<file path="config.mk">
export PLATFORM = sky130hd
export DESIGN_NAME = nibble_serial_adder
export DESIGN_NICKNAME = d
export VERILOG_FILES = /design/src/rtl/nibble_serial_adder.sv
export SDC_FILE = /design/constraint.sdc
export NUM_CORES = 1
export LEC_CHECK = 0
export CAP_MARGIN = 10
export CORE_UTILIZATION = 56
export CTS_BUF_LIST = sky130_fd_sc_hd__clkbuf_4
export DETAILED_ROUTE_END_ITERATION = 10
export PLACE_DENSITY = 0.88
export SETUP_SLACK_MARGIN = 0.3
export SYNTH_ARGS = -nofsm -noshare
export SYNTH_HDL_FRONTEND = slang
export SYNTH_SLANG_ARGS = --single-unit
</file>
<file path="constraint.sdc">
create_clock -name clk -period 5.09 [get_ports clk]
set_input_delay 1.018 -clock clk [delete_from_list [all_inputs] [get_ports clk]]
set_output_delay 1.018 -clock clk [all_outputs]
set_load 0.1 [all_outputs]
</file>
<file path="src/rtl/nibble_serial_adder.sv">
// nibble_serial_adder: adds two WIDTH-bit operands through one 4-bit ripple
// slice, least-significant nibble first, with a start/done handshake.
// WIDTH must be a multiple of 4 and at least 8.
module nibble_serial_adder #(
  parameter int WIDTH = 16
) (
  input  logic             clk,
  input  logic             rst,
  input  logic             start,
  input  logic [WIDTH-1:0] a,
  input  logic [WIDTH-1:0] b,
  input  logic             c_in,
  output logic             ready,
  output logic [WIDTH-1:0] s,
  output logic             c_out,
  output logic             overflow,
  output logic             done
);

  localparam int NIBBLES = WIDTH / 4;
  localparam int IDX_W   = $clog2(NIBBLES);
  localparam logic [IDX_W-1:0] LAST_IDX = IDX_W'(NIBBLES - 1);

  typedef enum logic [1:0] {
    IDLE = 2'd0,
    RUN  = 2'd1,
    DONE = 2'd2
  } state_t;

  state_t state;
  state_t next_state;

  logic [WIDTH-1:0] a_q;
  logic [WIDTH-1:0] b_q;
  logic             carry_q;
  logic [IDX_W-1:0] idx;

  logic [3:0] a_nib;
  logic [3:0] b_nib;
  logic [4:0] nib_sum;
  logic       carry_into_msb;

  // ready is a pure decode of the state register, so it has no input path
  assign ready = (state == IDLE);

  // The single 4-bit slice: current nibble plus the carry held from the last one
  always_comb begin
    a_nib          = a_q[{idx, 2'b00} +: 4];
    b_nib          = b_q[{idx, 2'b00} +: 4];
    nib_sum        = {1'b0, a_nib} + {1'b0, b_nib} + {4'b0000, carry_q};
    carry_into_msb = a_nib[3] ^ b_nib[3] ^ nib_sum[3];
  end

  // State register
  always_ff @(posedge clk) begin
    if (rst) begin
      state <= IDLE;
    end else begin
      state <= next_state;
    end
  end

  // Next-state logic: accept in IDLE, walk all nibbles in RUN, one DONE cycle
  always_comb begin
    next_state = state;
    case (state)
      IDLE: begin
        if (start) begin
          next_state = RUN;
        end
      end
      RUN: begin
        if (idx == LAST_IDX) begin
          next_state = DONE;
        end
      end
      DONE: begin
        next_state = IDLE;
      end
      default: begin
        next_state = IDLE;
      end
    endcase
  end

  // Datapath: operand capture, per-nibble result write, carry and flags
  always_ff @(posedge clk) begin
    if (rst) begin
      a_q      <= '0;
      b_q      <= '0;
      carry_q  <= 1'b0;
      idx      <= '0;
      s        <= '0;
      c_out    <= 1'b0;
      overflow <= 1'b0;
      done     <= 1'b0;
    end else begin
      done <= (state == RUN) && (idx == LAST_IDX);
      case (state)
        IDLE: begin
          if (start) begin
            a_q      <= a;
            b_q      <= b;
            carry_q  <= c_in;
            idx      <= '0;
            s        <= '0;
            c_out    <= 1'b0;
            overflow <= 1'b0;
          end
        end
        RUN: begin
          s[{idx, 2'b00} +: 4] <= nib_sum[3:0];
          carry_q              <= nib_sum[4];
          if (idx == LAST_IDX) begin
            idx      <= '0;
            c_out    <= nib_sum[4];
            overflow <= carry_into_msb ^ nib_sum[4];
          end else begin
            idx <= idx + 1'b1;
          end
        end
        default: begin
        end
      endcase
    end
  end

endmodule

</file>
Word level (Yosys, flattened, before mapping):

Index checks and enable logic that the tools add are counted.

* flip-flop bits (word level): 56
* input bits: 36
* output and inout bits: 20
* logic and storage cells: 47

* add/subtract/negate cells: 4
* equality and inequality tests: 4
* shifts and indexed selects: 4
* multiplexer cells: 16
* bitwise logic cells: 3
* reduce and logical (&&, ||, !) cells: 7

Operator list (count)
* $pmux 16 s2: 1
* $shiftx 16x5->4: 2
* $bwmux 16: 1
* $mux 16: 1
* $shift 4x6->16 const A: 1
* $shiftx 4x6->16: 1
* $mux 2: 4
* $pmux 2 s2: 2
* $neg 4->6: 1
* $pmux 1 s2: 3
* $reduce_and 2->1: 3
* $add 4x4->5: 1
* $add 5x1->5: 1
* $mux 1: 4
* $ne 2x2->1 const B: 2
* $reduce_and 3->1: 1
* $xor 1x1->1: 3
* $add 2x1->2 const B: 1
* $eq 2x1->1 const B: 1
* $eq 2x2->1 const B: 1
* $logic_not 2->1: 1
* $reduce_bool 2->1: 1
* $logic_and 1x1->1: 1

Depth between registers and ports, before layout:

* depth in word-level cells: 7
* gate-level depth with buffers: 9
* mapped depth without buffers: 7

Least setup slack after synthesis:

No wires, ideal clock.

* kind: register to output
* from: register state[0]
* to: output port ready
* arrival: 1748 ps
* required time: 4072 ps
* setup slack: 2324 ps
* cell stages (with the launch flop): 3
* path buffers: 1
* cells stage by stage: dfxtp_1 > buf_4 > nor2_1

* cells in the longest elaborated chain, start to end: 1

RTL lines
* start: declaration: line 30 `state_t state;`
* start signal: assignment: line 59 `state <= next_state;`
* $logic_not 2->1: line 44 `assign ready = (state == IDLE);`
* end: declaration: line 13 `output logic ready,`

Every way passes these cells.

Worst setup path after layout:

* from: register state[1]
* to: output port ready

Same word-level chain as after synthesis.

==> results.json <==
{
  "crit_fanout": 8,
  "netlist_instances": 268,
  "drive_gt1_share_pct": 9.21,
  "core_area_um2": 4120,
  "grt_antenna_before_repair": 0,
  "postSynthAreaPerCell_um2": 9.27,
  "arrival_ns": 2.23,
  "setup_slack_ns": 1.84,
  "p_per_area_nw_per_um2": 267,
  "layout.cells.non_filler": 365,
  "rsz0062_at_grt": "no",
  "reg2reg_slack_ns": 2.02,
  "overflow": 0,
  "dp_hpwl_um": 3710,
  "synthArstFlopShare_pct": 0,
  "stdcell_area_um2": 3050,
  "grt_max_degree": 55,
  "grt_first_pass_wirelength_um": 8510,
  "postCtsHoldBufs": 0,
  "numCtsBuffers": 5,
  "die_w_um": 68.6,
  "cts_resized": 0,
  "required_ns": 4.07,
  "syn_nets": 313,
  "ys_warn_count": 0,
  "slew_violations": 0,
  "antenna_left": 0,
  "yosys-top-cells-count": "72 x nand2_1, 56 x dfxtp_1, 36 x a21oi_1",
  "num_antenna_cells": 0,
  "rows": 23,
  "ir_drop_mv": 0.166,
  "first_global_vias": 1926,
  "min_period_ns": 3.25,
  "drc": 0,
  "dpl_cell_area_um2": 2990,
  "post_cts_buffers": 0,
  "post-place-cells": 357,
  "yosys-top-cells-area": "dfxtp_1 45%, nand2_1 11%, a21oi_1 7.3%",
  "setup_tns_ns": 0,
  "clock_skew_ns": 0.0104,
  "synth_edf_count": 0,
  "reg2reg_depth": 7,
  "via_per_inst": 5.57,
  "final-setup-viol-count": 0,
  "fin_hold_ws_ns": 0.465,
  "clock.fmax_mhz": 308,
  "startpoint": "state[1]",
  "grt.total_usage_pct": 24.6,
  "final_nets": 359,
  "portBuffers": 55,
  "ys.flop_type": "dfxtp_1",
  "fin_crit_sh_pct": 63.8,
  "synth_top_cell_area_share_pct": 45.1,
  "via_count": 2032,
  "crit_type": "reg -> out",
  "cap_violations": 0,
  "reg2reg_from": "idx[0]",
  "hold_violations": 0,
  "endpoint": "ready",
  "finalWirelength_um": 5090,
  "status": "finished, final reports clean",
  "initial_utilization_pct": 60.4,
  "yosys.area.top_type": "dfxtp_1",
  "cts_tree": "built",
  "htree_num_levels": 2,
  "r2r_end": "overflow",
  "cp-end-kind": "output pin",
  "path_clk_slew_ns": 0.14,
  "ios": 56,
  "cts.sinks": 56,
  "synth_seq_cells": 56,
  "areaGrowthSynthToFinish_pct": 22.7,
  "cts-root-buf": "clkbuf_4",
  "dp_slack_ns": 1.99,
  "routabilityCongestion": 0.804,
  "die_y_um": 68.6,
  "syn_area_um2": 2480,
  "tightest_slew_ns": 0.976,
  "critPathLaunchType": "flip-flop",
  "clk_path_buf_depth": 2,
  "wl_per_cell_um": 13.9,
  "dieArea_um2": 4710,
  "leakage_nw": 1.13,
  "ys_types": 36,
  "hp-class": "reg -> reg",
  "relSlewSlack_pct": 34.7,
  "yosysMostFrequentCell": "nand2_1",
  "ys_seq_area_share_pct": 45.1,
  "drt_iter0_drc": 149,
  "clk_latency_ns": 0.37,
  "firstDrtPassIters": 4
}
==> per-stage QoR <==
stage,power [mW],utilization (%)
after floorplan,0.586,-
after global placement,0.630,72.7
after detailed placement,0.635,72.7
after CTS,0.819,74.0
after global routing,0.853,74.0
final,0.813,74.0
==> layout by cell type (no fill, tap or decap), types with 2 or more instances in the layout <==
cell / instances
mux4_2: 8
a31oi_1: 2
nand2_1: 72
clkdlybuf4s50_1: 54
nand2b_1: 2
fa_1: 2
nor2_1: 20
nand3_1: 3
a22oi_1: 12
and3_1: 2
xor2_1: 2
a21o_2: 3
dfxtp_1: 56
a32oi_1: 4
nor4b_4: 2
a21oi_1: 36
clkbuf_4: 7
ha_1: 7
inv_1: 3
==> state kept, by name (all words and copies together), names as in the netlist <==
signal,flops
state,2
a_q,16
carry_q,1
overflow,1
b_q,16
c_out,1
s,16
done,1
idx,2
==> critical path, stage by stage, from the launching register on <==
cell and delay, ns:
dfxtp_1 0.47, nor2_1 0.23, clkdlybuf4s50_1 1.16
==> kinds of logic (layout without fill, tap and decap cells) <==
| logic type | count (synthesis) | in the layout | synth area share, % |
|---|---|---|---|
| AO/OA/AOI/OAI | 62 | 62 | 15.5 |
| XOR/XNOR | 2 | 2 | 0.705 |
| adder cells (fa/ha/maj) | 9 | 9 | 5.14 |
| buffers and inverters | 20 | 67 | 4.84 |
| flip-flops | 56 | 56 | 45.1 |
| multiplexers | 8 | 8 | 7.25 |
| AND/OR/NAND/NOR | 111 | 111 | 21.4 |
==> cell type report <==
class	instances	area, um2
Clock buffer	7	52.6
Clock inverter	1	3.75
Timing Repair Buffer	56	553
Multi-Input combinational cell	192	1240
Inverter	3	11.3
Tap cell	50	62.6
Sequential cell	56	1120
Fill cell	322	1070
==> how the worst min path moves through the flow <==
stage | to | depth (start not counted) | startpoint | slack [ns]
2_1_floorplan | a_q[10] | 2 | a_q[10] | 0.43
3_3_place_gp | b_q[12] | 2 | b_q[12] | 0.44
3_5_place_dp | b_q[11] | 2 | b_q[11] | 0.44
4_1_cts | b_q[11] | 2 | b_q[11] | 0.46
5_1_grt | b_q[10] | 2 | b_q[10] | 0.48
6_report | b_q[11] | 2 | b_q[11] | 0.47
==> layer usage <==
metal	vias up	GRT usage, %	share of wire (%)
met1	944	29.6	44
met2	61	41.9	50
met3	12	5.26	4.2
met4	0	10.9	2.0
met5	-	0	0
li1	1015	-	-
==> power by group <==
group	switching, mW	internal, mW	leakage, nW	total, mW
registers	0.0167	0.457	0.457	0.474
clock network	0.125	0.0641	0.0338	0.189
logic	0.0833	0.0673	0.641	0.151
total	0.225	0.589	1.13	0.813
Note: power is estimated with default switching activity, not from simulation.
